$ cat src/rtl/transaction_ctrl.sv
// transaction_ctrl: transaction-layer control FSM. It also owns the FIFO
// almost-full/almost-empty thresholds.
// Define TXN_CTRL_CNT_EN to build in the per-port transfer counters and the
// counter read port. Without it, cnt_valid and cnt_data are tied low.
module transaction_ctrl #(
    parameter int FIFO_DEPTH = 8,
    parameter int THR_W      = 3,
    parameter int AFULL_RST  = 6,
    parameter int AEMPTY_RST = 1,
    parameter int CNT_W      = 5
) (
    input  logic             clk,
    input  logic             reset_L,
    input  logic             init,
    input  logic [THR_W-1:0] afull_thr_in,
    input  logic [THR_W-1:0] aempty_thr_in,
    input  logic [3:0]       in_empty,
    input  logic [3:0]       out_empty,
    input  logic [7:0]       fifo_error,
    input  logic [3:0]       push_obs,
    input  logic             cnt_req,
    input  logic [1:0]       cnt_sel,
    output logic [2:0]       state,
    output logic [THR_W-1:0] afull_thr,
    output logic [THR_W-1:0] aempty_thr,
    output logic             active_out,
    output logic             idle_out,
    output logic             error_out,
    output logic             cnt_valid,
    output logic [CNT_W-1:0] cnt_data
);

    typedef enum logic [2:0] {
        ST_RESET  = 3'd0,
        ST_INIT   = 3'd1,
        ST_IDLE   = 3'd2,
        ST_ACTIVE = 3'd3,
        ST_ERROR  = 3'd4
    } state_t;

    localparam int MAX_THR = FIFO_DEPTH - 1;

    state_t state_q;
    logic   any_error;
    logic   thr_ok;

    assign any_error = |fifo_error;
    assign thr_ok    = (aempty_thr_in < afull_thr_in) &&
                       (int'(afull_thr_in) <= MAX_THR);

    // Control FSM: error beats init, and init beats the data-driven moves.
    always_ff @(posedge clk) begin
        if (!reset_L) begin
            state_q <= ST_RESET;
        end else begin
            case (state_q)
                ST_RESET: state_q <= ST_INIT;
                ST_INIT: begin
                    if (any_error)  state_q <= ST_ERROR;
                    else if (!init) state_q <= ST_IDLE;
                end
                ST_IDLE: begin
                    if (any_error)              state_q <= ST_ERROR;
                    else if (init)              state_q <= ST_INIT;
                    else if (in_empty != 4'hF)  state_q <= ST_ACTIVE;
                end
                ST_ACTIVE: begin
                    if (any_error)  state_q <= ST_ERROR;
                    else if (init)  state_q <= ST_INIT;
                    else if (in_empty == 4'hF && out_empty == 4'hF)
                        state_q <= ST_IDLE;
                end
                ST_ERROR: state_q <= ST_ERROR;
                default:  state_q <= ST_RESET;
            endcase
        end
    end

    // Threshold registers: a candidate pair is accepted only while in INIT,
    // and only if it is consistent.
    always_ff @(posedge clk) begin
        if (!reset_L) begin
            afull_thr  <= THR_W'(AFULL_RST);
            aempty_thr <= THR_W'(AEMPTY_RST);
        end else if (state_q == ST_INIT && thr_ok) begin
            afull_thr  <= afull_thr_in;
            aempty_thr <= aempty_thr_in;
        end
    end

    // State code and one-hot flags decoded directly from the state register.
    always_comb begin
        state      = state_q;
        active_out = (state_q == ST_ACTIVE);
        idle_out   = (state_q == ST_IDLE);
        error_out  = (state_q == ST_ERROR);
    end

`ifdef TXN_CTRL_CNT_EN
    logic [CNT_W-1:0] cnt_q [4];
    logic             enter_init;

    // Counters clear on the edge that moves the FSM into INIT. These are the
    // same conditions as the INIT arcs above, minus staying in INIT.
    assign enter_init = (state_q == ST_RESET) ||
                        ((state_q == ST_IDLE || state_q == ST_ACTIVE) &&
                         !any_error && init);

    // Per-port saturating transfer counters. They are frozen while in ERROR.
    always_ff @(posedge clk) begin
        if (!reset_L) begin
            for (int unsigned i = 0; i < 4; i++) cnt_q[i] <= '0;
        end else begin
            for (int unsigned i = 0; i < 4; i++) begin
                if (enter_init)
                    cnt_q[i] <= '0;
                else if (push_obs[i] && state_q != ST_ERROR && cnt_q[i] != '1)
                    cnt_q[i] <= cnt_q[i] + 1'b1;
            end
        end
    end

    // Counter read port: a single-cycle response that carries the value held
    // before the edge on which the request was made.
    always_ff @(posedge clk) begin
        if (!reset_L) begin
            cnt_valid <= 1'b0;
            cnt_data  <= '0;
        end else begin
            cnt_valid <= cnt_req;
            if (cnt_req) cnt_data <= cnt_q[cnt_sel];
        end
    end
`else
    logic unused_cnt_inputs;
    assign unused_cnt_inputs = ^{push_obs, cnt_req, cnt_sel};
    assign cnt_valid = 1'b0;
    assign cnt_data  = '0;
`endif

endmodule

$ cat config.mk
export PLATFORM = sky130hd
export DESIGN_NAME = transaction_ctrl
export DESIGN_NICKNAME = d
export VERILOG_FILES = /design/src/rtl/transaction_ctrl.sv
export SDC_FILE = /design/constraint.sdc
export NUM_CORES = 1
export LEC_CHECK = 0
export CAP_MARGIN = 10
export CORE_MARGIN = 2
export CORE_UTILIZATION = 33
export DETAILED_ROUTE_END_ITERATION = 8
export PLACE_DENSITY_LB_ADDON = 0.1
export SETUP_SLACK_MARGIN = 0.4
export SYNTH_ARGS = -nofsm -noshare
export SYNTH_HDL_FRONTEND = slang
export SYNTH_SLANG_ARGS = --single-unit
export TNS_END_PERCENT = 1
$ cat constraint.sdc
create_clock -name clk -period 2.7 [get_ports clk]
set_input_delay 0.54 -clock clk [delete_from_list [all_inputs] [get_ports clk]]
set_output_delay 0.54 -clock clk [all_outputs]
set_load 0.005 [all_outputs]
==> results of run 1 <==
power by group through the flow:
stage / Clock [mW] / Combinational (mW) / Sequential (mW)
after floorplan: 0 / 0.0475 / 0.153
after global placement: 0 / 0.104 / 0.154
after detailed placement: 0 / 0.104 / 0.154
after CTS: 0.106 / 0.105 / 0.151
after global routing: 0.110 / 0.114 / 0.152
final: 0.101 / 0.104 / 0.151
worst paths after layout:
path	start	to	slack (ns)	cells after the start
min	aempty_thr[1]	aempty_thr[1]	0.46	2
min reg2reg	aempty_thr[1]	aempty_thr[1]	0.46	2
max reg2reg	state[1]	afull_thr[0]	1.19	3
max	state[1]	idle_out	0.63	2
per-layer routing:
metal / track usage (%) / up-vias
met4: 7.65 / 0
met2: 21.4 / 34
met1: 14.2 / 264
met3: 5.56 / 2
li1: - / 291
met5: 0 / -
state kept, by name, summed over array words and instances, names as in the netlist:
register    cells
aempty_thr      3
state           3
afull_thr       3
logic make-up after synthesis:
| group | share of synthesized area (%) |
|---|---|
| simple gates | 30.3 |
| buf+inv | 10.5 |
| flops | 31.4 |
| mux | 14.0 |
| compound gates | 8.73 |
| fa+ha+maj | 4.37 |
| other cells | 0.654 |
per-stage QoR:
stage | hold WS [ns] | power, mW
after floorplan | 0.451 | 0.201
after CTS | 0.463 | 0.362
after global placement | 0.443 | 0.257
after global routing | 0.493 | 0.376
after detailed placement | 0.452 | 0.258
final | 0.459 | 0.355
area by class of cell:
class / instances / share of cell area [%]
clock buffer: 4 / 2.76
timing repair buffer: 36 / 37.9
sequential: 9 / 18.9
multi-input combinational: 52 / 37.0
inverter: 3 / 1.18
tap: 17 / 2.24
placed cells by master (no fill, tap or decap), drive strengths merged:
cell            n
nand2b          2
a32o            1
clkdlybuf4s50  36
conb            6
nand2           8
o21ai           1
nand4           2
a21o            1
nor2b           7
nor2            3
nor3b           2
dfxtp           9
mux2i           8
a21oi           3
and3b           1
or4b            1
nor4            3
clkbuf          4
ha              2
and2            1
inv             3
critical path, stage by stage (launching register included):
cell and delay, ns:
dfxtp_1 0.47, nor3b_1 0.26, clkdlybuf4s50_1 0.54
==> results.yml, run 1 <==
run_status:
  status: "finished clean"
route:
  wl_met3_um: 157
  vias: 591
  first_pass_iters: 4
  avgViaCountPerCell: 4.88
  top_layer_used: "met4"
  wl_mm: 1.25
  drtIter0Drc: 6
  post-route-drc-count: 0
  met1_length_um: 508
  drtAntennaViolNets: 0
  wl_per_cell_um: 10.3
  wl_met2_um: 569
setup_path:
  crit_path_end_kind: "output port"
  critPathLaunchType: "register"
  critical_path_class: "register to output port"
  critPathRequiredTime_ns: 2.16
  crit_arrival_ns: 1.53
  critPathMaxFanout: 8
timing:
  setup-tns-final_ns: 0
  maxSlewViolCount: 0
  finalClockSkew_ns: 0.00279
  period_needed_ns: 2.07
  post-route-period-util_pct: 76.6
  rsz0062_at_grt: "false"
  setup_slack_ns: 0.633
  final-setup-viol-count: 0
  hold_violations: 0
  fmax_ghz: 0.484
synthesis:
  ys_seq_area_share_pct: 31.4
  syn-instance-count: 66
  avgSynthCellArea_um2: 8.68
  synth_top_cell_area_share_pct: 31.4
  synthArstFlopShare_pct: 0
  synth_top_cell_by_area: "dfxtp_1"
  synth_edf_count: 0
  syn_area_um2: 573
  yosys-top-cells-count: "9 x dfxtp_1, 8 x mux2i_1, 8 x nand2_1"
  ys.flop_type: "dfxtp_1"
  ys_ff_latch: 9
  yosysMostFrequentCell: "dfxtp_1"
  yosysUniqueCellTypes: 22
  synth_warnings: 0
  synth_area_leaders: "dfxtp_1 31%, mux2i_1 14%, buf_4 7.9%, nor2b_1 7.6%, nand2_1 5.2%"
clock_network:
  cts_buffers: 3
  path_clk_slew_ns: 0.06
  cts_tree: "done"
  post_cts_resized: 0
  cts.sinks: 9
  ctsLongestPathBuffers: 2
  cts_setup_buffers: 0
  ctsHoldBuffers: 0
  cts-root-buf: "clkbuf_4"
  htree_levels: 1
  clkLatencyLatePin_ns: 0.26
final_layout:
  fillerInstances: 159
  diodes: 0
  final_util_pct: 56.9
  drive_gt1_share_pct: 6.73
  fin_area_um2: 951
  areaGrowthSynthToFinish_pct: 65.9
  final_cell_count_no_fill: 121
  nNetsFinal: 139
  regArea_um2: 180
  multi_input_area_um2: 352
power_and_ir_drop:
  ir_drop_uv: 194
  p_int_uw: 269
  combPwrFrac_pct: 29.3
  p_leak_nw: 0.371
  power_frac_seq_pct: 42.4
  share_clk_of_total_power_pct: 28.3
  swShare_pct: 24.5
  p_per_area_nw_per_um2: 374
  switching_power_uw: 87.0
die:
  initial_core_util_pct: 34.3
  fp.dieArea_um2: 2090
  fp-row-count: 15
  io_pins: 50
  die-width_um: 45.7
  core_um2: 1670
  die_h_um: 45.7
placed_design:
  routabilityCongestion: 0.649
  portBuffers: 36
  dp_hpwl_um: 992
  detailed_place.area_um2: 925
  numPlacedInstances: 117
  place_ws_ns: 0.357
flow_run:
  maxCapViolations: 0
grt:
  grt_pass1_vias: 522
  grt_start_max_net_pins: 15
  track_usage_pct: 13.2
  grt-ovfl-total: 0
  grt_pass1_wl_mm: 1.95
  antenna_found_initial: 0
hold_path:
  hold_path_class: "register to register"
(Power assumes the default switching activity.)
==> run 2, diff against run 1 <==
- CORE_UTILIZATION: 33 -> 27
- clock period: 2.7 -> 1.85 ns (I/O delays scaled with it)
==> run 2 against run 1 <==
Net effect:
- clock power up 46%
- global-route usage is 0.72 points lower
- cell count up 12%
- hold slack got worse by 0.055 ns
- sequential share of layout area decreased by 0.40 points
- sequential power is 47% higher
- critical path depth down 1
- die area rose by 20%
- critical path type unchanged
- largest cell class unchanged
- highest routed layer is now met3
==> results.yml, run 2 (same netlist as run 1, synthesis figures left out) <==
setup_path:
  crit_slowest_cell: "clkdlybuf4s50_1"
  critical_path_class: "register to output port"
  critical_path_buf_inv_count: 1
  critPathLaunchType: "register"
  crit_path_end_kind: "output port"
  critPathTopFamily: "buffers and inverters"
  max_stage_delay_ns: 0.51
  cp_cell_sequence: "clkdlybuf4s50_1"
  critPathRequiredTime_ns: 1.48
  critPathMaxFanout: 6
  crit_arrival_ns: 1.13
  r2r_slack_ns: 0.43
grt:
  grt-ovfl-total: 0
  grt_start_max_net_pins: 11
  grt_pass1_vias: 556
  antenna_found_initial: 0
  grt_pass1_wl_mm: 2.47
  track_usage_pct: 12.5
clock_network:
  path_clk_slew_ns: 0.06
  ctsLongestPathBuffers: 2
  cts-root-buf: "clkbuf_4"
  ctsHoldBuffers: 0
  cts_buffers: 3
  htree_levels: 1
  cts.sinks: 9
  clkLatencyLatePin_ns: 0.26
  cts_tree: "done"
power_and_ir_drop:
  p_leak_nw: 0.437
  share_clk_of_total_power_pct: 27.5
  power_frac_seq_pct: 41.6
  swShare_pct: 25.2
  p_per_area_nw_per_um2: 516
  p_int_uw: 399
  ir_drop_uv: 404
  switching_power_uw: 134
  combPwrFrac_pct: 30.9
route:
  first_pass_iters: 4
  drtAntennaViolNets: 0
  drtIter0Drc: 3
  avgViaCountPerCell: 4.24
  vias: 573
  post-route-drc-count: 0
  wl_per_cell_um: 10.1
  wl_mm: 1.37
die:
  fp.dieArea_um2: 2510
  die-width_um: 50.1
  io_pins: 50
  core_um2: 1980
  fp-row-count: 16
  initial_core_util_pct: 28.9
  die_h_um: 50.1
run_status:
  status: "finished clean"
final_layout:
  nNetsFinal: 143
  fillerInstances: 189
  diodes: 0
  mostFrequentLayoutCells: "27 x clkdlybuf4s50_1, 8 x mux2i_1, 8 x nand2_1"
  fin_area_um2: 1030
  areaGrowthSynthToFinish_pct: 80.1
  final_util_pct: 52.1
  drive_gt1_share_pct: 19.4
  final_common_cell: "clkdlybuf4s50_1"
placed_design:
  detailed_place.area_um2: 965
  dp_hpwl_mm: 1.09
  portBuffers: 36
  routabilityCongestion: 0.717
timing:
  period_needed_ns: 1.50
  post-route-period-util_pct: 81.1
  timing.hold.ws_ns: 0.404
  rsz0062_at_grt: "true"
  maxSlewViolCount: 0
  final-setup-viol-count: 0
  fmax_ghz: 0.667
  hold_violations: 0
  finalClockSkew_ns: 0.00806
  setup-tns-final_ns: 0
flow_run:
  maxCapViolations: 0
hold_path:
  hold_path_class: "input port to register"
==> run 2: metal layers <==
metal	track usage, %	wire [um]
met5	0	0
met4	1.39	0
met3	4.85	85
met2	21.5	696
met1	14.9	585
==> run 2: repair_timing <==
action                                  CTS  global route
endpoints found under the setup margin   17            18
pin swaps                                 1             0
buffers inserted                          3             0
gates resized for setup                  25             2
==> run 2: power groups by stage <==
stage                     clock network, mW  registers, mW  logic, mW
after floorplan                           0          0.224     0.0722
after global placement                    0          0.224      0.159
after detailed placement                  0          0.224      0.160
after CTS                             0.158          0.222      0.165
after global routing                  0.168          0.224      0.181
final                                 0.147          0.222      0.165
==> run 2: path summary, 6_finish.rpt <==
| check | from | end | cells past startpoint |
|---|---|---|---|
| hold reg to reg | afull_thr[0] | afull_thr[0] | 2 |
| hold / removal | aempty_thr_in[2] | aempty_thr[2] | 3 |
| setup reg to reg | state[1] | aempty_thr[1] | 4 |
| setup / recovery | state[1] | state[1] | 1 |
==> run 2: per-stage QoR <==
step	std cells	worst slack (ns)	total power [mW]
after floorplan	71	0.306	0.296
after global placement	128	-0.428	0.383
after detailed placement	128	-0.416	0.384
after CTS	135	0.314	0.544
after global routing	135	0.291	0.573
final	135	0.350	0.533
==> run 2: cell type report <==
type | instances | area (um^2) | share of cell area (%)
repair buffers | 40 | 383 | 37.1
multi-input cells | 52 | 379 | 36.7
flip-flops and latches | 9 | 191 | 18.5
well taps | 27 | 33.8 | 3.27
clock buffers | 4 | 26.3 | 2.55
inverters | 3 | 18.8 | 1.82
==> run 3, diff against run 2 <==
- CORE_UTILIZATION: 27 -> 30
- clock period: 1.85 -> 1.47 ns (I/O delays scaled with it)
==> run 3 against run 2 <==
Net effect:
- the run now ends with setup timing left
- non-clock buffer count rose by 6
- final area increased by 4.4%
- register-to-register slack lost 0.44 ns
- clock power increased by 31%
- power increased by 30%
- critical path depth increased by 2
- cell count grew 3.0%
- routed wire length up 15%
- hold slack got worse by 0.10 ns
- sequential share of layout area down 0.31 points
- sequential power grew 26%
- clock skew fell by 0.0073 ns
- critical path type is now register to register
==> results.yml, run 3 (same netlist as run 1, synthesis figures left out) <==
setup_path:
  critPathMaxFanout: 6
  critPathRequiredTime_ns: 1.66
  r2r-end: "afull_thr[0]"
  critPathLaunchType: "register"
  worstReg2RegStart: "state[1]"
  crit_arrival_ns: 1.66
  r2r_cells: 3
  crit_path_end_kind: "register"
  critical_path_class: "register to register"
  r2r_slack_ns: -0.006
power_and_ir_drop:
  power_uw: 693
  p_leak_nw: 0.503
  p_per_area_nw_per_um2: 644
  ir_drop_uv: 520
timing:
  hold_violations: 0
  final-setup-viol-count: 1
  maxSlewViolCount: 0
  post-route-period-util_pct: 100
  fmax_ghz: 0.678
  finalClockSkew_ns: 0.000772
  setup_slack_ns: -0.00558
  period_needed_ns: 1.48
  rsz0062_at_grt: "true"
final_layout:
  areaGrowthSynthToFinish_pct: 88.0
  regArea_um2: 196
  multi_input_area_um2: 415
  mostFrequentLayoutCells: "8 x mux2i_1, 8 x nand2_1, 8 x buf_2, 8 x buf_4, 7 x nor2b_1"
  fin_area_um2: 1080
  drive_gt1_share_pct: 45.6
  fillerInstances: 163
  nNetsFinal: 149
  diodes: 0
route:
  drtAntennaViolNets: 0
  wl_mm: 1.58
  first_pass_iters: 1
  vias: 614
  drtIter0Drc: 0
  post-route-drc-count: 0
  wl_per_cell_um: 11.3
  avgViaCountPerCell: 4.42
die:
  die-width_um: 47.7
  io_pins: 50
  fp.dieArea_um2: 2280
  fp-row-count: 15
  initial_core_util_pct: 32.5
  core_um2: 1760
  die_h_um: 47.7
grt:
  grt_pass1_vias: 555
  grt_pass1_wl_mm: 2.55
  grt_start_max_net_pins: 8
  grt-ovfl-total: 0
  antenna_found_initial: 0
  track_usage_pct: 16.8
clock_network:
  cts_tree: "done"
  cts_buffers: 3
  cts-root-buf: "clkbuf_4"
  clkLatencyLatePin_ns: 0.26
  htree_levels: 1
  ctsLongestPathBuffers: 2
  path_clk_slew_ns: 0.06
  cts.sinks: 9
placed_design:
  place_ws_ns: -0.730
  detailed_place.area_um2: 1030
  portBuffers: 36
  routabilityCongestion: 0.690
  dp_hpwl_mm: 1.27
hold_path:
  holdPathStages: 3
  min_from: "aempty_thr_in[2]"
  hold_path_class: "input port to register"
  holdPathEnd: "aempty_thr[2]"
flow_run:
  maxCapViolations: 0
run_status:
  violations: "setup timing"
  status: "complete, but fails checks"
==> run 3: cell count changes in the layout (fill, tap and decap cells not counted), moves of 2 or more <==
cell             previous run  this run
buf_4                       2         8
clkbuf_2                    0         5
dlymetal6s2s_1              1         5
clkdlybuf4s50_1            27         5
clkdlybuf4s15_1             0         2
buf_6                       2         6
nor4_1                      3         0
dfxtp_2                     0         4
buf_2                       2         8
dfxtp_1                     6         2
nor4_2                      0         2
==> run 3: critical path: stages, from the launching register on <==
cell	delay, ns
dfxtp_4	0.36
or4b_4	0.52
a21oi_4	0.27
mux2i_1	0.24
==> run 3: worst max-delay path by stage <==
stage          slack, ns             to             from  depth (start not counted)
6_report          -0.006   afull_thr[0]         state[1]                          3
5_1_grt            -0.05  aempty_thr[2]         state[1]                          3
4_1_cts           -0.007   afull_thr[0]         state[1]                          3
3_5_place_dp       -0.73   afull_thr[2]  afull_thr_in[2]                          6
3_3_place_gp       -0.68  aempty_thr[1]  afull_thr_in[2]                          6
2_1_floorplan      0.002  aempty_thr[0]  afull_thr_in[2]                          5
==> run 3: metrics by stage <==
stage                     hold slack, ns  TNS (ns)  instances  utilization, %
after floorplan                    0.373         0         71               -
after global placement             0.442     -4.52        135            58.4
after detailed placement           0.451     -4.69        135            58.4
after CTS                          0.295   -0.0128        139            60.2
after global routing               0.311    -0.188        139            61.1
final                              0.304  -0.00558        139            61.1
==> run 3: what timing repair did <==
item / in CTS / in global routing
cloned: 0 / 0
pin swaps: 13 / 9
hold buffers: 0 / 0
resized for setup: 92 / 15
setup buffers: 0 / 0
endpoints found under the setup margin: 21 / 17
==> run 3: power breakdown <==
part	internal, mW	switching [mW]	total (mW)
sequential	0.262	0.0180	0.280
clock	0.105	0.0880	0.193
combinational	0.135	0.0849	0.220
total	0.502	0.191	0.693
==> run 3: routing by layer <==
metal  GRT usage, %  wire, um  vias up
met5              0         0        -
met4           9.73        38        0
met3           6.42        90        5
met2           26.9       815       17
met1           18.9       630      280
li1               -         -      312
==> run 3: layout make-up <==
cell class / count / share of cell area (%)
Multi-Input combinational cell: 52 / 38.6
Tap cell: 25 / 2.90
Inverter: 3 / 1.74
Sequential cell: 9 / 18.2
Clock buffer: 4 / 2.44
Timing Repair Buffer: 46 / 36.1
